$ cat config.mk
export PLATFORM = sky130hd
export DESIGN_NAME = fip_dot_seq_flat
export DESIGN_NICKNAME = d
export VERILOG_FILES = /design/src/rtl/fip_pkg.sv /design/src/rtl/fip_dot_seq_if.sv /design/src/rtl/add_mult.sv /design/src/rtl/pp_sum.sv /design/src/rtl/fip_dot_seq.sv /design/src/flat_wrapper.sv
export SDC_FILE = /design/constraint.sdc
export NUM_CORES = 1
export LEC_CHECK = 0
export BUFFER_PORTS_ARGS = -buffer_cell sky130_fd_sc_hd__buf_2
export CAP_MARGIN = 10
export CORE_MARGIN = 3
export CORE_UTILIZATION = 33
export CTS_CLUSTER_DIAMETER = 30
export DETAILED_ROUTE_END_ITERATION = 8
export GPL_TIMING_DRIVEN = 0
export HOLD_SLACK_MARGIN = 0.1
export PLACE_DENSITY_LB_ADDON = 0.08
export SETUP_SLACK_MARGIN = 0.05
export SLEW_MARGIN = 20
export SYNTH_ARGS = -nofsm -noshare
export SYNTH_HDL_FRONTEND = slang
export SYNTH_SLANG_ARGS = --single-unit
$ cat constraint.sdc
create_clock -name clk_i -period 5.4 [get_ports clk_i]
set_input_delay 0.27 -clock clk_i [delete_from_list [all_inputs] [get_ports clk_i]]
set_output_delay 0.27 -clock clk_i [all_outputs]
set_load 0.005 [all_outputs]
$ cat src/rtl/fip_pkg.sv
// Shared types and derived-size helpers for the fast-inner-product sequencer and
// other add_mult users.
package fip_pkg;

    typedef enum logic [1:0] {IDLE, RUN, DRAIN, DONE} fip_state_t;

    // Pre-adder output width: one bit of growth over the wider operand.
    function automatic int unsigned in_mul_size(input int unsigned s0, input int unsigned s1);
        return ((s0 > s1) ? s0 : s1) + 1;
    endfunction

    function automatic int unsigned pp_per_mul();
        return 2;
    endfunction

    function automatic int unsigned pp_size(input int unsigned s0, input int unsigned s1);
        return 2 * in_mul_size(s0, s1);
    endfunction

endpackage

$ cat src/rtl/fip_dot_seq_if.sv
// Job, operand-stream and result handshakes of the dot-product sequencer.
// master = streamer/writeback side, slave = sequencer.
interface fip_dot_seq_if #(
    parameter int unsigned IN_SIZE_0 = 4,
    parameter int unsigned IN_SIZE_1 = 8,
    parameter int unsigned ACC_W     = 32,
    parameter int unsigned LEN_W     = 8
);
    logic                        start_i;
    logic [LEN_W-1:0]            len_i;
    logic signed [ACC_W-1:0]     corr_i;
    logic                        busy_o;
    logic                        in_valid_i;
    logic                        in_ready_o;
    logic signed [IN_SIZE_0-1:0] a_i [2];
    logic signed [IN_SIZE_1-1:0] b_i [2];
    logic                        res_valid_o;
    logic                        res_ready_i;
    logic signed [ACC_W-1:0]     res_o;

    modport master (
        output start_i, len_i, corr_i, in_valid_i, a_i, b_i, res_ready_i,
        input  busy_o, in_ready_o, res_valid_o, res_o
    );

    modport slave (
        input  start_i, len_i, corr_i, in_valid_i, a_i, b_i, res_ready_i,
        output busy_o, in_ready_o, res_valid_o, res_o
    );
endinterface

$ cat src/rtl/add_mult.sv
// Pre-add multiplier: (in_0[1]+in_1[0]) * (in_0[0]+in_1[1]) emitted as partial
// products whose sum mod 2^PP_SIZE is the signed product.
module add_mult
    import fip_pkg::*;
#(
    parameter int unsigned IN_SIZE_0 = 4,
    parameter int unsigned IN_SIZE_1 = 8
) (
    input  logic signed [IN_SIZE_0-1:0] in_0_i [2],
    input  logic signed [IN_SIZE_1-1:0] in_1_i [2],
    output logic [pp_size(IN_SIZE_0, IN_SIZE_1)-1:0] pp_o [pp_per_mul()]
);
    localparam int unsigned IN_MUL_SIZE = in_mul_size(IN_SIZE_0, IN_SIZE_1);
    localparam int unsigned PP_SIZE     = pp_size(IN_SIZE_0, IN_SIZE_1);
    localparam int unsigned LO_W        = IN_MUL_SIZE / 2;

    logic signed [IN_MUL_SIZE-1:0] x, y;
    logic signed [PP_SIZE-1:0]     x_w, y_lo_w, y_hi_w;

    // y split into an unsigned low digit and a signed high digit: y = y_hi*2^LO_W + y_lo.
    always_comb begin
        x      = IN_MUL_SIZE'(in_0_i[1]) + IN_MUL_SIZE'(in_1_i[0]);
        y      = IN_MUL_SIZE'(in_0_i[0]) + IN_MUL_SIZE'(in_1_i[1]);
        x_w    = PP_SIZE'(x);
        y_lo_w = PP_SIZE'(y[LO_W-1:0]);
        y_hi_w = PP_SIZE'($signed(y[IN_MUL_SIZE-1:LO_W]));
        pp_o[0] = x_w * y_lo_w;
        pp_o[1] = (x_w * y_hi_w) << LO_W;
    end
endmodule

$ cat src/rtl/pp_sum.sv
// Reduces add_mult partial products to the signed product (mod 2^PP_SIZE).
module pp_sum #(
    parameter int unsigned PP_PER_MUL = 2,
    parameter int unsigned PP_SIZE    = 18
) (
    input  logic [PP_SIZE-1:0]        pp_i [PP_PER_MUL],
    output logic signed [PP_SIZE-1:0] prod_o
);
    always_comb begin
        prod_o = '0;
        for (int i = 0; i < PP_PER_MUL; i++) begin
            prod_o = prod_o + pp_i[i];
        end
    end
endmodule

$ cat src/rtl/fip_dot_seq.sv
// Winograd dot-product sequencer: streams operand pairs through one add_mult,
// accumulates pair products and returns acc - corr.
module fip_dot_seq
    import fip_pkg::*;
#(
    parameter int unsigned IN_SIZE_0 = 4,
    parameter int unsigned IN_SIZE_1 = 8,
    parameter int unsigned ACC_W     = 32,
    parameter int unsigned LEN_W     = 8
) (
    input logic             clk_i,
    input logic             rst_ni,
    fip_dot_seq_if.slave    bus
);
    localparam int unsigned PP_PER_MUL = pp_per_mul();
    localparam int unsigned PP_SIZE    = pp_size(IN_SIZE_0, IN_SIZE_1);

    fip_state_t              state_q, state_d;
    logic [LEN_W-1:0]        rem_q, rem_d;
    logic signed [ACC_W-1:0] acc_q, acc_d;
    logic signed [ACC_W-1:0] corr_q, corr_d;
    logic signed [ACC_W-1:0] res_q, res_d;
    logic [PP_SIZE-1:0]      pp_s0 [PP_PER_MUL];
    logic [PP_SIZE-1:0]      pp_q  [PP_PER_MUL];
    logic                    v1_q;
    logic signed [PP_SIZE-1:0] prod;
    logic                    in_ready;
    logic                    in_fire;

    add_mult #(
        .IN_SIZE_0 (IN_SIZE_0),
        .IN_SIZE_1 (IN_SIZE_1)
    ) u_add_mult (
        .in_0_i (bus.a_i),
        .in_1_i (bus.b_i),
        .pp_o   (pp_s0)
    );

    pp_sum #(
        .PP_PER_MUL (PP_PER_MUL),
        .PP_SIZE    (PP_SIZE)
    ) u_pp_sum (
        .pp_i   (pp_q),
        .prod_o (prod)
    );

    assign in_ready        = (state_q == RUN);
    assign in_fire         = bus.in_valid_i & in_ready;
    assign bus.in_ready_o  = in_ready;
    assign bus.busy_o      = (state_q != IDLE);
    assign bus.res_valid_o = (state_q == DONE);
    assign bus.res_o       = res_q;

    always_comb begin
        state_d = state_q;
        rem_d   = rem_q;
        corr_d  = corr_q;
        res_d   = res_q;
        acc_d   = acc_q;
        if (v1_q) begin
            acc_d = acc_q + ACC_W'(prod);
        end
        unique case (state_q)
            IDLE: begin
                if (bus.start_i) begin
                    rem_d   = bus.len_i;
                    corr_d  = bus.corr_i;
                    acc_d   = '0;
                    state_d = (bus.len_i != '0) ? RUN : DRAIN;
                end
            end
            RUN: begin
                if (in_fire) begin
                    rem_d = rem_q - LEN_W'(1);
                    if (rem_q == LEN_W'(1)) begin
                        state_d = DRAIN;
                    end
                end
            end
            DRAIN: begin
                // Nothing is accepted here, so an empty S1 means acc is final.
                if (!v1_q) begin
                    res_d   = acc_q - corr_q;
                    state_d = DONE;
                end
            end
            DONE: begin
                if (bus.res_ready_i) begin
                    state_d = IDLE;
                end
            end
            default: state_d = IDLE;
        endcase
    end

    always_ff @(posedge clk_i or negedge rst_ni) begin
        if (!rst_ni) begin
            state_q <= IDLE;
            rem_q   <= '0;
            corr_q  <= '0;
            acc_q   <= '0;
            res_q   <= '0;
            v1_q    <= 1'b0;
            pp_q    <= '{default: '0};
        end else begin
            state_q <= state_d;
            rem_q   <= rem_d;
            corr_q  <= corr_d;
            acc_q   <= acc_d;
            res_q   <= res_d;
            v1_q    <= in_fire;
            if (in_fire) begin
                pp_q <= pp_s0;
            end
        end
    end
endmodule

$ cat src/flat_wrapper.sv
// flat-port wrapper written by rule: the top's interface ports become plain ports
module fip_dot_seq_flat import fip_pkg::*;
#(
    parameter int unsigned IN_SIZE_0 = 4,
    parameter int unsigned IN_SIZE_1 = 8,
    parameter int unsigned ACC_W     = 32,
    parameter int unsigned LEN_W     = 8
)
  (clk_i, rst_ni, bus_start_i, bus_len_i, bus_corr_i, bus_in_valid_i, bus_a_i, bus_b_i, bus_res_ready_i, bus_busy_o, bus_in_ready_o, bus_res_valid_o, bus_res_o);
  fip_dot_seq_if #(.IN_SIZE_0(IN_SIZE_0), .IN_SIZE_1(IN_SIZE_1), .ACC_W(ACC_W), .LEN_W(LEN_W)) bus_i ();
  input logic clk_i;
  input logic rst_ni;
  input wire logic [$bits(bus_i.start_i)-1:0] bus_start_i;
  input wire logic [$bits(bus_i.len_i)-1:0] bus_len_i;
  input wire logic [$bits(bus_i.corr_i)-1:0] bus_corr_i;
  input wire logic [$bits(bus_i.in_valid_i)-1:0] bus_in_valid_i;
  input wire logic [$bits(bus_i.a_i)-1:0] bus_a_i;
  input wire logic [$bits(bus_i.b_i)-1:0] bus_b_i;
  input wire logic [$bits(bus_i.res_ready_i)-1:0] bus_res_ready_i;
  output wire logic [$bits(bus_i.busy_o)-1:0] bus_busy_o;
  output wire logic [$bits(bus_i.in_ready_o)-1:0] bus_in_ready_o;
  output wire logic [$bits(bus_i.res_valid_o)-1:0] bus_res_valid_o;
  output wire logic [$bits(bus_i.res_o)-1:0] bus_res_o;
  assign bus_i.start_i = bus_start_i;
  assign bus_i.len_i = bus_len_i;
  assign bus_i.corr_i = bus_corr_i;
  assign bus_i.in_valid_i = bus_in_valid_i;
  assign bus_i.a_i = {>>{bus_a_i}};
  assign bus_i.b_i = {>>{bus_b_i}};
  assign bus_i.res_ready_i = bus_res_ready_i;
  assign bus_busy_o = bus_i.busy_o;
  assign bus_in_ready_o = bus_i.in_ready_o;
  assign bus_res_valid_o = bus_i.res_valid_o;
  assign bus_res_o = bus_i.res_o;
  fip_dot_seq #(.IN_SIZE_0(IN_SIZE_0), .IN_SIZE_1(IN_SIZE_1), .ACC_W(ACC_W), .LEN_W(LEN_W)) u_core (.clk_i(clk_i), .rst_ni(rst_ni), .bus(bus_i));
endmodule
==> tab_implementation.tex, run 1 <==
\begin{tabular}{lr}
\hline
Metric & Value \\
\hline
\multicolumn{2}{l}{\textbf{Worst setup path}} \\
\quad Cell count of the worst reg-to-reg path & 22 \\
\quad Max stage delay cell, worst path & sky130\_fd\_sc\_hd\_\_fa\_1 \\
\quad Critical path peak fanout & 4 \\
\quad RR Startpoint & u\_core.pp\_q[4] \\
\quad Slowest Stage Delay on Critical Path & about 570 ps \\
\quad Crit path required time & $\sim$5700 ps \\
\quad Largest delay contributor family on the critical path & adder cells \\
\quad Arrival time at the worst endpoint & around 5400 ps \\
\quad Number of buffers and inverters on the critical path & 2 \\
\quad Startpoint kind of the worst setup timing path & primary input \\
\quad Endpoint of the worst-slack reg-to-reg timing path & u\_core.acc\_q[29] \\
\quad Critical path class & primary input to register \\
\quad Cell repeated most along the worst path & sky130\_fd\_sc\_hd\_\_a21oi\_2 \\
\quad Type of destination of the critical path & register \\
\quad Reg-to-reg setup timing slack & 490 ps \\
\multicolumn{2}{l}{\textbf{Min path}} \\
\quad Hold Path Cell Cnt & 3 \\
\quad Class of the tightest hold or removal check & primary input to register \\
\quad End of the worst hold path & u\_core.rem\_q[1] \\
\quad Hold path start & bus\_len\_i[1] \\
\multicolumn{2}{l}{\textbf{Yosys}} \\
\quad Synth cell types & 65 \\
\quad Most frequent cells after synthesis & sky130\_fd\_sc\_hd\_\_inv\_1, sky130\_fd\_sc\_hd\_\_nand2\_1, sky130\_fd\_sc\_hd\_\_ha\_1, sky130\_fd\_sc\_hd\_\_o21ai\_0, sky130\_fd\_sc\_hd\_\_dfrtp\_1 \\
\quad Dominant cell type by area after synthesis & sky130\_fd\_sc\_hd\_\_dfrtp\_1 \\
\quad Register bit total from synthesis & 135 \\
\quad Total number of yosys warnings & 0 \\
\quad Top\_reg\_cell synth & sky130\_fd\_sc\_hd\_\_dfrtp\_1 \\
\quad Fraction of registers with async set/reset & 100\% \\
\quad Combined area of all synthesized cells & 12500 µm² \\
\quad Synthesized netlist net count & around 1800 \\
\quad Top post-synthesis cells by area & sky130\_fd\_sc\_hd\_\_dfrtp\_1, sky130\_fd\_sc\_hd\_\_ha\_1, sky130\_fd\_sc\_hd\_\_fa\_1 \\
\quad Number of flops mapped to enable cells by yosys & 0 \\
\quad Gate count after technology mapping & between 1000 and 1500 \\
\quad Area fraction of the dominant cell type after synthesis & between 20\% and 30\% \\
\quad Most common cell in the synthesized netlist & sky130\_fd\_sc\_hd\_\_inv\_1 \\
\quad Proportion of synthesized chip area in sequential cells & between 20\% and 30\% \\
\quad Mean instance size in the synthesized netlist & $\sim$8.4 µm² \\
\multicolumn{2}{l}{\textbf{Timing}} \\
\quad Shortest period the worst path allows & 5080 ps \\
\quad Final Cycle Share & between 90 and 100\% \\
\quad Setup TNS Final & 0 ps \\
\quad Fmax achieved & between 150 and 200 MHz \\
\quad Max-slew violations & 0 \\
\quad Final setup viols & 0 \\
\quad Max-Slew Margin vs Limit & approximately 37\% \\
\quad Worst Skew & just over 10 ps \\
\quad Final hold violations & 0 \\
\quad Worst hold slack after final layout & roughly 140 ps \\
\quad RSZ-0062 raised after global routing & yes \\
\quad Transition time at the pin with the least slew margin & 945 ps \\
\multicolumn{2}{l}{\textbf{Clocking}} \\
\quad Clock sink count & between 100 and 150 \\
\quad Cts bufs inserted & 17 \\
\quad Clock-pin transition on the worst setup and hold timing paths & 60 ps \\
\quad Clock root cell & sky130\_fd\_sc\_hd\_\_clkbuf\_16 \\
\quad Max clock buf depth & 2 \\
\quad Worst skew pair latency & between 400 and 500 ps \\
\quad H-tree levels & 4 \\
\quad TritonCTS clock tree & yes \\
\multicolumn{2}{l}{\textbf{GRT}} \\
\quad Initial antenna violation count & 0 \\
\quad Largest net degree at the start of global routing & 88 \\
\quad Combined global-route utilization of all metal layers & 17.0\% \\
\quad Vias in the first global route & 10800 \\
\quad Global-route wire length before repair & $\sim$56000 µm \\
\quad Sum of overflow across all layers after global routing & 0 \\
\multicolumn{2}{l}{\textbf{Power}} \\
\quad Power density cells & 726 nW/µm² \\
\quad Leak pwr & 7.41 nW \\
\quad Worst ir drop on vdd & slightly below 0.3 mV \\
\multicolumn{2}{l}{\textbf{Floorplan}} \\
\quad Row count & 70 \\
\quad Starting utilization of the core area & approximately a third \\
\quad Total I/O pin count & 104 \\
\quad Horizontal die dimension & roughly 200 µm \\
\quad Die area & roughly 40000 µm² \\
\quad Area of the core & roughly 37000 µm² \\
\quad Vert. Die Dim & around 200 µm \\
\multicolumn{2}{l}{\textbf{Detailed routing}} \\
\quad Routed wire length & between 30000 and 40000 µm \\
\quad Post-DR vias/cell & 4.83 \\
\quad Violation count after the first detailed-routing iteration & about 440 \\
\quad 1st-pass router iterations & 5 \\
\quad Number of nets with antenna violations after routing & 0 \\
\quad Wire length per cell after detailed routing & 15.4 µm \\
\quad Count of vias placed by the detailed router & 10500 \\
\quad Drt drc & 0 \\
\multicolumn{2}{l}{\textbf{Final layout}} \\
\quad Layout overhead on the synthesized area & 18.6\% \\
\quad Final std cells w/o fill & 2179 \\
\quad Final std cell area, no fill & 14900 µm² \\
\quad \# nets final & 1930 \\
\quad Core Util, Final & 40.1\% \\
\quad Proportion of layout cells with a drive suffix above 1 & between 10\% and 20\% \\
\quad Diode count & 0 \\
\multicolumn{2}{l}{\textbf{Placed design}} \\
\quad Routability congestion estimate from global placement & 0.824 \\
\quad Placement Cell Area & 13800 µm² \\
\quad Hpwl dp & roughly 27000 µm \\
\quad Placed cell count & 2103 \\
\quad I/O Buffers & 103 \\
\multicolumn{2}{l}{\textbf{Run}} \\
\quad Number of violations of the max-capacitance limit & 0 \\
\multicolumn{2}{l}{\textbf{Run status}} \\
\quad Run status & finished clean \\
\hline
\end{tabular}
[report_power, final]
group          internal, mW  switching [mW]  leakage, nW
sequential             1.48           0.319         1.69
combinational          3.31            4.50         5.44
clock                 0.702           0.475        0.278
[worst max-delay path by stage]
stage,depth (start not counted),end,slack [ps],from
after global placement,25,u_core.pp_q[17],-810,bus_b_i[0]
after global routing,26,u_core.pp_q[16],-30,bus_b_i[0]
final,26,u_core.pp_q[16],320,bus_b_i[0]
after detailed placement,25,u_core.pp_q[17],-800,bus_b_i[0]
after CTS,25,u_core.pp_q[17],60,bus_b_i[0]
after floorplan,25,u_core.pp_q[16],70,bus_b_i[0]
[registers in the layout, summed over array words and instances (netlist names)]
signal,cells
u_core.v1_q,1
u_core.pp_q,28
u_core.state_q,2
u_core.rem_q,8
u_core.bus.res_o,32
u_core.corr_q,32
u_core.acc_q,32
[cell families (layout without fill, tap and decap cells)]
kind of cell | count (synthesis) | count (layout) | share of synthesized area (%)
xor gates and xnor gates | 94 | 94 | 6.68
and+or+nand+nor | 438 | 438 | 15.9
adders and majority gates | 199 | 199 | 23.1
muxes | 25 | 25 | 2.02
AOI/OAI and AO/OA | 380 | 380 | 18.7
buffers and inverters | 223 | 404 | 6.68
DFF | 135 | 135 | 26.9
[worst register-to-register path, stage by stage, from the launching register on]
cell	delay, ps
sky130_fd_sc_hd__dfrtp_1	400
sky130_fd_sc_hd__ha_1	240
sky130_fd_sc_hd__inv_1	80
sky130_fd_sc_hd__fa_1	200
sky130_fd_sc_hd__nor2b_1	50
sky130_fd_sc_hd__o21ai_0	140
sky130_fd_sc_hd__nand2_1	100
sky130_fd_sc_hd__a21o_1	190
sky130_fd_sc_hd__a21o_1	200
sky130_fd_sc_hd__a21o_1	200
sky130_fd_sc_hd__a41o_1	260
sky130_fd_sc_hd__o41a_1	320
sky130_fd_sc_hd__xor2_1	160
sky130_fd_sc_hd__ha_1	320
sky130_fd_sc_hd__o21a_1	210
sky130_fd_sc_hd__nand2_1	80
sky130_fd_sc_hd__o21bai_1	110
sky130_fd_sc_hd__inv_1	80
sky130_fd_sc_hd__or3_4	400
sky130_fd_sc_hd__a221o_1	390
sky130_fd_sc_hd__a31oi_1	250
sky130_fd_sc_hd__mux2i_1	110
sky130_fd_sc_hd__a311o_1	320
[area by class of cell]
type                       count  area [µm²]
inverter                     178         668
clock inverter                12         128
sequential                   135        3380
clock buffer                  20         457
timing repair buffer         150         985
tap                          504         631
buffer                        44         165
multi-input combinational   1136        8460
fill                        3851       22200
[placed cells by master, fill, tap and decap left out, types with 53 or more instances in the layout]
cell type and instances:
sky130_fd_sc_hd__inv_1 178, sky130_fd_sc_hd__xnor2_1 56, sky130_fd_sc_hd__fa_1 53, sky130_fd_sc_hd__a21oi_1 80, sky130_fd_sc_hd__buf_2 102, sky130_fd_sc_hd__ha_1 144, sky130_fd_sc_hd__nor2_1 133, sky130_fd_sc_hd__o21ai_0 129
sky130_fd_sc_hd__dfrtp_1 135, sky130_fd_sc_hd__nand2_1 160
[stage by stage]
step,setup WS [ps],power [mW]
floorplan,66.2,7.59
global placement,-814,9.40
detailed placement,-804,9.49
CTS,64.8,10.8
global route,-28.4,12.1
finish,321,10.8
[repair_timing]
action / CTS / global route
hold buffers: 33 / 0
setup buffers: 5 / 7
endpoints found under the setup margin: 3 / 6
pin swaps: 2 / 15
endpoints found under the hold margin: 80 / 0
resized for setup: 7 / 20
[routing by layer]
layer	up-vias	wire (µm)	track usage [%]	part of all wire (%)
met3	35	877	1.91	2.6
li1	5446	-	-	-
met1	4880	16200	23.0	48
met4	0	630	4.59	1.9
met5	-	0	0	0
met2	164	15900	28.9	47
Power figures use the tool's default switching activity.
==> run 2: changes to the inputs <==
--- a/config.mk
+++ b/config.mk
@@ -18,4 +18,5 @@
 export SLEW_MARGIN = 20
 export SYNTH_ARGS = -nofsm -noshare
 export SYNTH_HDL_FRONTEND = slang
+export SYNTH_HIERARCHICAL = 1
 export SYNTH_SLANG_ARGS = --single-unit
==> tab_implementation.tex, run 2 <==
\begin{tabular}{lr}
\hline
Metric & Value \\
\hline
\multicolumn{2}{l}{\textbf{Detailed routing}} \\
\quad Number of nets with antenna violations after routing & 0 (unchanged) \\
\quad Violation count after the first detailed-routing iteration & 514 (was 438) \\
\quad Post-DR vias/cell & 4.81 (was 4.83) \\
\quad Drt drc & 0 (unchanged) \\
\quad Count of vias placed by the detailed router & 10700 (was 10500) \\
\quad Wire length per cell after detailed routing & 15.1 µm (was 15.4 µm) \\
\quad 1st-pass router iterations & 5 (unchanged) \\
\quad Routed wire length & 33600 µm (about the same) \\
\multicolumn{2}{l}{\textbf{Clocking}} \\
\quad Worst skew pair latency & 440 ps (was 430 ps) \\
\quad Clock sink count & 143 (was 135) \\
\quad H-tree levels & 4 (unchanged) \\
\quad Clock root cell & sky130\_fd\_sc\_hd\_\_clkbuf\_16 (unchanged) \\
\quad TritonCTS clock tree & yes (unchanged) \\
\quad Max clock buf depth & 2 (unchanged) \\
\quad Cts bufs inserted & 17 (unchanged) \\
\quad Clock-pin transition on the worst setup and hold timing paths & 60 ps (about the same) \\
\quad Post-CTS setup buffer count & 0 (was 5) \\
\multicolumn{2}{l}{\textbf{Final layout}} \\
\quad \# nets final & 1966 (was 1930) \\
\quad Highest-count cells in the layout ignoring fill and taps & sky130\_fd\_sc\_hd\_\_inv\_1, sky130\_fd\_sc\_hd\_\_nor2\_1, sky130\_fd\_sc\_hd\_\_ha\_1 (was sky130\_fd\_sc\_hd\_\_inv\_1, sky130\_fd\_sc\_hd\_\_nand2\_1, sky130\_fd\_sc\_hd\_\_ha\_1) \\
\quad Proportion of layout cells with a drive suffix above 1 & 13.6\% (was 11.4\%) \\
\quad Diode count & 0 (unchanged) \\
\quad Most flop-heavy register & u\_core/pp\_q \\
\quad Most common cell after layout, fill and taps aside & sky130\_fd\_sc\_hd\_\_inv\_1 (unchanged) \\
\quad Flip-flop count of the largest register, all copies and words added & 36 \\
\quad Layout overhead on the synthesized area & 17.2\% (was 18.6\%) \\
\quad Final std cell area, no fill & 15800 µm² (was 14900 µm²) \\
\multicolumn{2}{l}{\textbf{GRT}} \\
\quad Initial antenna violation count & 0 (unchanged) \\
\quad Sum of overflow across all layers after global routing & 0 (unchanged) \\
\quad Largest net degree at the start of global routing & 93 (was 88) \\
\quad Combined global-route utilization of all metal layers & 15.8\% (was 17.0\%) \\
\quad Global-route wire length before repair & 56500 µm (was 56400 µm) \\
\quad Vias in the first global route & 10900 (was 10800) \\
\multicolumn{2}{l}{\textbf{Timing}} \\
\quad Final setup viols & 0 (unchanged) \\
\quad Worst Skew & 9.35 ps (was 10.4 ps) \\
\quad Final hold violations & 0 (unchanged) \\
\quad RSZ-0062 raised after global routing & no (was yes) \\
\quad Max-Slew Margin vs Limit & 30.1\% (was 36.5\%) \\
\quad Final Cycle Share & 93.2\% (was 94.1\%) \\
\quad Max-slew violations & 0 (unchanged) \\
\quad Transition time at the pin with the least slew margin & 1040 ps (was 945 ps) \\
\quad Fmax achieved & 199 MHz (was 197 MHz) \\
\quad Shortest period the worst path allows & 5030 ps (was 5080 ps) \\
\multicolumn{2}{l}{\textbf{Yosys}} \\
\quad Top post-synthesis cells by area & sky130\_fd\_sc\_hd\_\_dfrtp\_1, sky130\_fd\_sc\_hd\_\_ha\_1, sky130\_fd\_sc\_hd\_\_fa\_1 (unchanged) \\
\quad Most common cell in the synthesized netlist & sky130\_fd\_sc\_hd\_\_inv\_1 (unchanged) \\
\quad Combined area of all synthesized cells & 13400 µm² (was 12500 µm²) \\
\quad Gate count after technology mapping & 1534 (was 1494) \\
\quad Dominant cell type by area after synthesis & sky130\_fd\_sc\_hd\_\_dfrtp\_1 (unchanged) \\
\quad Area fraction of the dominant cell type after synthesis & 26.6\% (was 26.9\%) \\
\quad Fraction of registers with async set/reset & 100\% (unchanged) \\
\quad Total number of yosys warnings & 6 (was 0) \\
\quad Synth cell types & 85 (was 65) \\
\quad Mean instance size in the synthesized netlist & 8.77 µm² (was 8.39 µm²) \\
\quad Register bit total from synthesis & 143 (was 135) \\
\quad Most frequent cells after synthesis & sky130\_fd\_sc\_hd\_\_inv\_1, sky130\_fd\_sc\_hd\_\_nor2\_1, sky130\_fd\_sc\_hd\_\_ha\_1, sky130\_fd\_sc\_hd\_\_dfrtp\_1, sky130\_fd\_sc\_hd\_\_nand2\_1 (was sky130\_fd\_sc\_hd\_\_inv\_1, sky130\_fd\_sc\_hd\_\_nand2\_1, sky130\_fd\_sc\_hd\_\_ha\_1, sky130\_fd\_sc\_hd\_\_o21ai\_0, sky130\_fd\_sc\_hd\_\_dfrtp\_1) \\
\quad Proportion of synthesized chip area in sequential cells & 26.6\% (was 26.9\%) \\
\quad Number of flops mapped to enable cells by yosys & 0 (unchanged) \\
\quad Top\_reg\_cell synth & sky130\_fd\_sc\_hd\_\_dfrtp\_1 (unchanged) \\
\multicolumn{2}{l}{\textbf{Floorplan}} \\
\quad Area of the core & 40000 µm² (was 37000 µm²) \\
\quad Die area & 43200 µm² (was 40400 µm²) \\
\quad Total I/O pin count & 104 (unchanged) \\
\quad Starting utilization of the core area & 33.6\% (was 33.8\%) \\
\quad Horizontal die dimension & 208 µm (was 201 µm) \\
\quad Vert. Die Dim & 208 µm (was 201 µm) \\
\quad Row count & 73 (was 70) \\
\multicolumn{2}{l}{\textbf{Run}} \\
\quad Number of violations of the max-capacitance limit & 0 (unchanged) \\
\multicolumn{2}{l}{\textbf{Worst setup path}} \\
\quad Crit path required time & 5720 ps (was 5700 ps) \\
\quad Startpoint kind of the worst setup timing path & primary input (unchanged) \\
\quad Type of destination of the critical path & register (unchanged) \\
\quad RR Startpoint & u\_core/pp\_q[20] (was u\_core.pp\_q[4]) \\
\quad Critical path class & primary input to register (unchanged) \\
\quad Critical path startpoint & bus\_a\_i[0] (was bus\_b\_i[0]) \\
\quad Reg-to-reg setup timing slack & 590 ps (was 490 ps) \\
\quad Cell count of the worst reg-to-reg path & 16 (was 22) \\
\quad Arrival time at the worst endpoint & 5350 ps (was 5380 ps) \\
\quad Endpoint of the worst-slack reg-to-reg timing path & u\_core/acc\_q[27] (was u\_core.acc\_q[29]) \\
\quad Critical path peak fanout & 9 (was 4) \\
\multicolumn{2}{l}{\textbf{Placed design}} \\
\quad Routability congestion estimate from global placement & 0.789 (was 0.824) \\
\quad Hpwl dp & 27100 µm (about the same) \\
\quad I/O Buffers & 103 (unchanged) \\
\quad Placement Cell Area & 14700 µm² (was 13800 µm²) \\
\multicolumn{2}{l}{\textbf{Min path}} \\
\quad End of the worst hold path & u\_core/rem\_q[0] (was u\_core.rem\_q[1]) \\
\quad Hold path start & bus\_len\_i[0] (was bus\_len\_i[1]) \\
\quad Class of the tightest hold or removal check & primary input to register (unchanged) \\
\quad Hold Path Cell Cnt & 3 (unchanged) \\
\multicolumn{2}{l}{\textbf{Run status}} \\
\quad Run status & finished clean (unchanged) \\
\hline
\end{tabular}
## run 2: changes by cell type after synthesis, moves of 10 or more
| cell | delta |
|---|---|
| sky130_fd_sc_hd__inv_1 | -13 |
| sky130_fd_sc_hd__o21ai_1 | +14 |
| sky130_fd_sc_hd__o21ai_0 | -22 |
| sky130_fd_sc_hd__clkbuf_1 | -10 |
| sky130_fd_sc_hd__a21o_1 | -10 |
| sky130_fd_sc_hd__or3_1 | -10 |
| sky130_fd_sc_hd__a211oi_1 | +10 |
| sky130_fd_sc_hd__nor2_1 | +25 |
| sky130_fd_sc_hd__nand2_1 | -41 |
| sky130_fd_sc_hd__mux2_2 | +34 |
| sky130_fd_sc_hd__a21oi_1 | +13 |
## run 2: worst max-delay path by stage
stage / slack (ps) / cells after the start / to
6_report: 370 / 20 / u_core/pp_q[17]
5_1_grt: 60 / 20 / u_core/pp_q[17]
4_1_cts: 110 / 23 / u_core/pp_q[16]
3_5_place_dp: -640 / 20 / u_core/pp_q[16]
3_3_place_gp: -540 / 20 / u_core/pp_q[16]
2_1_floorplan: 220 / 22 / u_core/pp_q[16]
## run 2: routing by layer
metal	vias up	track usage (%)	share of wire [%]	routed length, µm
met5	-	0	0	0
met4	0	4.21	1.5	493
met3	26	2.06	2.4	811
met2	133	26.7	47	15800
met1	4948	21.5	49	16500
li1	5614	-	-	-
## run 2: kinds of logic (layout without fill, tap and decap cells)
kind of cell    after synthesis  count (layout)  share of synthesized area (%)
other cells                   1               4                         0.0279
buf+inv                     215             382                           6.25
simple gates                423             423                           14.4
compound gates              402             402                           20.2
mux                          56              56                           4.50
fa+ha+maj                   204             204                           22.0
flops                       143             143                           26.6
xor+xnor                     90              90                           5.97
## run 2: timing repair
item                                   in CTS  in global routing
setup endpoints to repair                   7                  8
hold buffers                               33                  0
endpoints found under the hold margin      83                  0
pin swaps                                   0                  3
gates resized for setup                     3                  6
## run 2: final cells by class
type,instances,area [µm²]
Clock buffer,20,467
Buffer,49,218
Clock inverter,10,233
Sequential cell,143,3580
Inverter,166,623
Timing Repair Buffer,137,883
Fill cell,4149,24200
Multi-Input combinational cell,1179,9100
Tap cell,525,657
## run 2: metrics by stage
| stage | instances | setup TNS, ps | utilization, % | hold WS, ps | setup WS (ps) |
|---|---|---|---|---|---|
| after floorplan | 1537 | 0 | - | -25.6 | 216 |
| after global placement | 2165 | -4090 | 36.6 | 458 | -544 |
| after detailed placement | 2166 | -4760 | 36.7 | 214 | -642 |
| after CTS | 2229 | 0 | 39.3 | 110 | 113 |
| after global routing | 2229 | 0 | 39.4 | 140 | 61.9 |
| final | 2229 | 0 | 39.4 | 142 | 369 |
## run 2: worst max-delay path: stages
cell,delay [ps]
sky130_fd_sc_hd__buf_2,100
sky130_fd_sc_hd__ha_1,210
sky130_fd_sc_hd__fa_1,410
sky130_fd_sc_hd__a21oi_1,220
sky130_fd_sc_hd__o22ai_1,130
sky130_fd_sc_hd__o21ai_1,240
sky130_fd_sc_hd__nand2_1,310
sky130_fd_sc_hd__nor2_1,220
sky130_fd_sc_hd__fa_1,460
sky130_fd_sc_hd__fa_1,550
sky130_fd_sc_hd__inv_1,60
sky130_fd_sc_hd__fa_1,550
sky130_fd_sc_hd__inv_1,50
sky130_fd_sc_hd__ha_1,340
sky130_fd_sc_hd__nor2b_1,150
sky130_fd_sc_hd__a31o_2,230
sky130_fd_sc_hd__o41ai_2,300
sky130_fd_sc_hd__o21ai_1,140
sky130_fd_sc_hd__xnor2_1,140
sky130_fd_sc_hd__mux2_2,270
Power of run 2 is left out: the tool's default activity adds up to more than one toggle a clock period on the data nets, which glitch-free logic cannot reach.
==> run 3: changes to the inputs <==
--- a/config.mk
+++ b/config.mk
@@ -13,7 +13,7 @@
 export DETAILED_ROUTE_END_ITERATION = 8
 export GPL_TIMING_DRIVEN = 0
 export HOLD_SLACK_MARGIN = 0.1
-export PLACE_DENSITY_LB_ADDON = 0.08
+export PLACE_DENSITY = 0.55
 export SETUP_SLACK_MARGIN = 0.05
 export SLEW_MARGIN = 20
 export SYNTH_ARGS = -nofsm -noshare
==> tab_implementation.tex, run 3 (synthesis gave the netlist of run 2 again) <==
\begin{tabular}{lr}
\hline
Metric & Value \\
\hline
\multicolumn{2}{l}{\textbf{Timing}} \\
\quad Worst Skew & 11.5 ps (was 9.35 ps) \\
\quad Transition time at the pin with the least slew margin & 977 ps (was 1040 ps) \\
\quad Max-slew violations & 0 (unchanged) \\
\quad Worst hold slack after final layout & 147 ps (was 142 ps) \\
\quad Final Cycle Share & 93.1\% (was 93.2\%) \\
\quad Fmax achieved & 199 MHz (about the same) \\
\quad Shortest period the worst path allows & 5030 ps (about the same) \\
\quad RSZ-0062 raised after global routing & yes (was no) \\
\quad Max-Slew Margin vs Limit & 34.4\% (was 30.1\%) \\
\quad Final setup viols & 0 (unchanged) \\
\quad Final hold violations & 0 (unchanged) \\
\multicolumn{2}{l}{\textbf{Worst setup path}} \\
\quad Slowest Stage Delay on Critical Path & 540 ps (was 550 ps) \\
\quad Endpoint of the worst-slack reg-to-reg timing path & u\_core/acc\_q[27] (unchanged) \\
\quad Reg-to-reg setup timing slack & 460 ps (was 590 ps) \\
\quad Type of destination of the critical path & register (unchanged) \\
\quad Largest delay contributor family on the critical path & adder cells (unchanged) \\
\quad Crit path required time & 5710 ps (was 5720 ps) \\
\quad Worst path cell trace & buf\_2 -> ha\_1 -> inv\_1 -> fa\_1 -> nor2b\_2 -> o21ai\_2 -> a21boi\_2 -> o21ai\_0 -> a21bo\_1 -> buf\_2 -> or2\_1 -> fa\_1 -> fa\_1 -> fa\_1 -> fa\_1 -> nand2b\_1 -> a21boi\_0 -> a31o\_2 -> o41ai\_2 -> o21ai\_1 -> xnor2\_1 -> mux2\_2 (was buf\_2 -> ha\_1 -> fa\_1 -> a21oi\_1 -> o22ai\_1 -> o21ai\_1 -> nand2\_1 -> nor2\_1 -> fa\_1 -> fa\_1 -> inv\_1 -> fa\_1 -> inv\_1 -> ha\_1 -> nor2b\_1 -> a31o\_2 -> o41ai\_2 -> o21ai\_1 -> xnor2\_1 -> mux2\_2) \\
\quad Number of buffers and inverters on the critical path & 3 (unchanged) \\
\quad Startpoint kind of the worst setup timing path & primary input (unchanged) \\
\quad Arrival time at the worst endpoint & 5340 ps (was 5350 ps) \\
\quad Logic depth of the worst setup path including buffers & 22 (was 20) \\
\quad Max stage delay cell, worst path & sky130\_fd\_sc\_hd\_\_fa\_1 (unchanged) \\
\quad Cell repeated most along the worst path & sky130\_fd\_sc\_hd\_\_fa\_1 (unchanged) \\
\quad Critical path class & primary input to register (unchanged) \\
\quad Critical path peak fanout & 9 (unchanged) \\
\quad RR Startpoint & u\_core/pp\_q[20] (unchanged) \\
\quad Cell count of the worst reg-to-reg path & 16 (unchanged) \\
\multicolumn{2}{l}{\textbf{Final layout}} \\
\quad Diode count & 0 (unchanged) \\
\quad \# nets final & 1966 (unchanged) \\
\quad Final std cell area, no fill & 15600 µm² (was 15800 µm²) \\
\quad Most flop-heavy register & u\_core/pp\_q (unchanged) \\
\quad Most common cell after layout, fill and taps aside & sky130\_fd\_sc\_hd\_\_inv\_1 (unchanged) \\
\quad Fill count & 4036 (was 4149) \\
\quad Flip-flop count of the largest register, all copies and words added & 36 (unchanged) \\
\quad Highest-count cells in the layout ignoring fill and taps & sky130\_fd\_sc\_hd\_\_inv\_1, sky130\_fd\_sc\_hd\_\_nor2\_1, sky130\_fd\_sc\_hd\_\_ha\_1 (unchanged) \\
\quad Proportion of layout cells with a drive suffix above 1 & 13.5\% (was 13.6\%) \\
\quad Layout overhead on the synthesized area & 15.9\% (was 17.2\%) \\
\multicolumn{2}{l}{\textbf{Detailed routing}} \\
\quad Post-DR vias/cell & 4.85 (was 4.81) \\
\quad Number of nets with antenna violations after routing & 0 (unchanged) \\
\quad Violation count after the first detailed-routing iteration & 551 (was 514) \\
\quad Count of vias placed by the detailed router & 10800 (was 10700) \\
\quad Routed wire length & 31400 µm (was 33600 µm) \\
\quad Wire length per cell after detailed routing & 14.1 µm (was 15.1 µm) \\
\quad Drt drc & 0 (unchanged) \\
\quad 1st-pass router iterations & 5 (unchanged) \\
\multicolumn{2}{l}{\textbf{GRT}} \\
\quad Global-route wire length before repair & 53800 µm (was 56500 µm) \\
\quad Largest net degree at the start of global routing & 84 (was 93) \\
\quad Initial antenna violation count & 0 (unchanged) \\
\quad Combined global-route utilization of all metal layers & 14.8\% (was 15.8\%) \\
\quad Sum of overflow across all layers after global routing & 0 (unchanged) \\
\quad Vias in the first global route & 10800 (was 10900) \\
\multicolumn{2}{l}{\textbf{Placed design}} \\
\quad Hpwl dp & 25200 µm (was 27100 µm) \\
\quad Routability congestion estimate from global placement & 0.866 (was 0.789) \\
\quad Placement Cell Area & 14700 µm² (unchanged) \\
\quad I/O Buffers & 103 (unchanged) \\
\multicolumn{2}{l}{\textbf{Min path}} \\
\quad Hold path start & bus\_len\_i[0] (unchanged) \\
\quad End of the worst hold path & u\_core/rem\_q[0] (unchanged) \\
\quad Hold Path Cell Cnt & 3 (unchanged) \\
\quad Class of the tightest hold or removal check & primary input to register (unchanged) \\
\multicolumn{2}{l}{\textbf{Floorplan}} \\
\quad Area of the core & 40000 µm² (unchanged) \\
\quad Die area & 43200 µm² (unchanged) \\
\quad Total I/O pin count & 104 (unchanged) \\
\quad Starting utilization of the core area & 33.6\% (unchanged) \\
\quad Horizontal die dimension & 208 µm (unchanged) \\
\quad Vert. Die Dim & 208 µm (unchanged) \\
\quad Row count & 73 (unchanged) \\
\multicolumn{2}{l}{\textbf{Clocking}} \\
\quad Max clock buf depth & 2 (unchanged) \\
\quad Cts bufs inserted & 17 (unchanged) \\
\quad Clock root cell & sky130\_fd\_sc\_hd\_\_clkbuf\_16 (unchanged) \\
\quad Post-CTS setup buffer count & 0 (unchanged) \\
\quad Clock sink count & 143 (unchanged) \\
\quad TritonCTS clock tree & yes (unchanged) \\
\quad Worst skew pair latency & 430 ps (was 440 ps) \\
\quad Clock-pin transition on the worst setup and hold timing paths & 60 ps (about the same) \\
\quad H-tree levels & 4 (unchanged) \\
\multicolumn{2}{l}{\textbf{Run}} \\
\quad Number of violations of the max-capacitance limit & 0 (unchanged) \\
\multicolumn{2}{l}{\textbf{Run status}} \\
\quad Run status & finished clean (unchanged) \\
\hline
\end{tabular}
==> run 3: cell types whose count changed in the layout (fill, tap and decap cells not counted) <==
cell / change
sky130_fd_sc_hd__inv_6: +2
sky130_fd_sc_hd__nor2b_1: -1
sky130_fd_sc_hd__a21oi_1: +1
sky130_fd_sc_hd__nor2b_2: +1
sky130_fd_sc_hd__clkinvlp_4: +4
sky130_fd_sc_hd__clkbuf_1: +1
sky130_fd_sc_hd__clkbuf_8: -3
sky130_fd_sc_hd__clkinv_2: +3
sky130_fd_sc_hd__bufinv_16: -7
sky130_fd_sc_hd__a21oi_2: -1
sky130_fd_sc_hd__clkinv_4: +1
==> run 3: worst max path at each step <==
| stage | from | to | slack [ps] |
|---|---|---|---|
| 2_1_floorplan | bus_a_i[4] | u_core/pp_q[16] | 220 |
| 3_3_place_gp | bus_a_i[0] | u_core/pp_q[16] | -450 |
| 3_5_place_dp | bus_a_i[0] | u_core/pp_q[16] | -530 |
| 4_1_cts | bus_a_i[5] | u_core/pp_q[16] | 70 |
| 5_1_grt | bus_a_i[4] | u_core/pp_q[16] | 40 |
| 6_report | bus_a_i[4] | u_core/pp_q[17] | 370 |
==> run 3: per-stage QoR <==
step	utilization (%)	worst slack, ps	setup TNS [ps]	instances
4_1_cts	38.8	65.6	0	2230
2_1_floorplan	-	216	0	1537
3_3_place_gp	36.6	-450	-3260	2165
3_5_place_dp	36.7	-530	-3630	2166
5_1_grt	39.0	38.5	0	2230
6_report	39.0	374	0	2230
==> run 3: timing repair <==
item / CTS / global route
endpoints found under the hold margin: 92 / 0
endpoints found under the setup margin: 5 / 7
cloned: 0 / 0
pin swaps: 0 / 2
gates resized for setup: 2 / 7
hold buffers: 33 / 0
==> run 3: layout make-up <==
cell class	count	area (µm²)	share of cell area, %
clock inverters	13	93.8	0.602
multi-input cells	1179	9100	58.4
well taps	525	657	4.22
plain buffers	49	218	1.40
repair buffers	137	883	5.67
flip-flops and latches	143	3580	23.0
inverters	166	623	4.00
clock buffers	18	429	2.75
==> run 3: metal layers <==
metal	vias up	routed length, µm	GRT usage (%)
met5	-	0	0
met2	157	14300	24.3
met1	5030	15600	20.4
met4	0	648	4.53
met3	27	826	1.69
li1	5610	-	-
==> run 3: tightest hold or removal path: cells and delay by family <==
| family | cells | cell delay (ps) |
|---|---|---|
| AOI/OAI and AO/OA | 1 | 100 |
| buffers and inverters | 1 | 100 |
| and+or+nand+nor | 1 | 60 |
Power of run 3 is left out for the same reason.
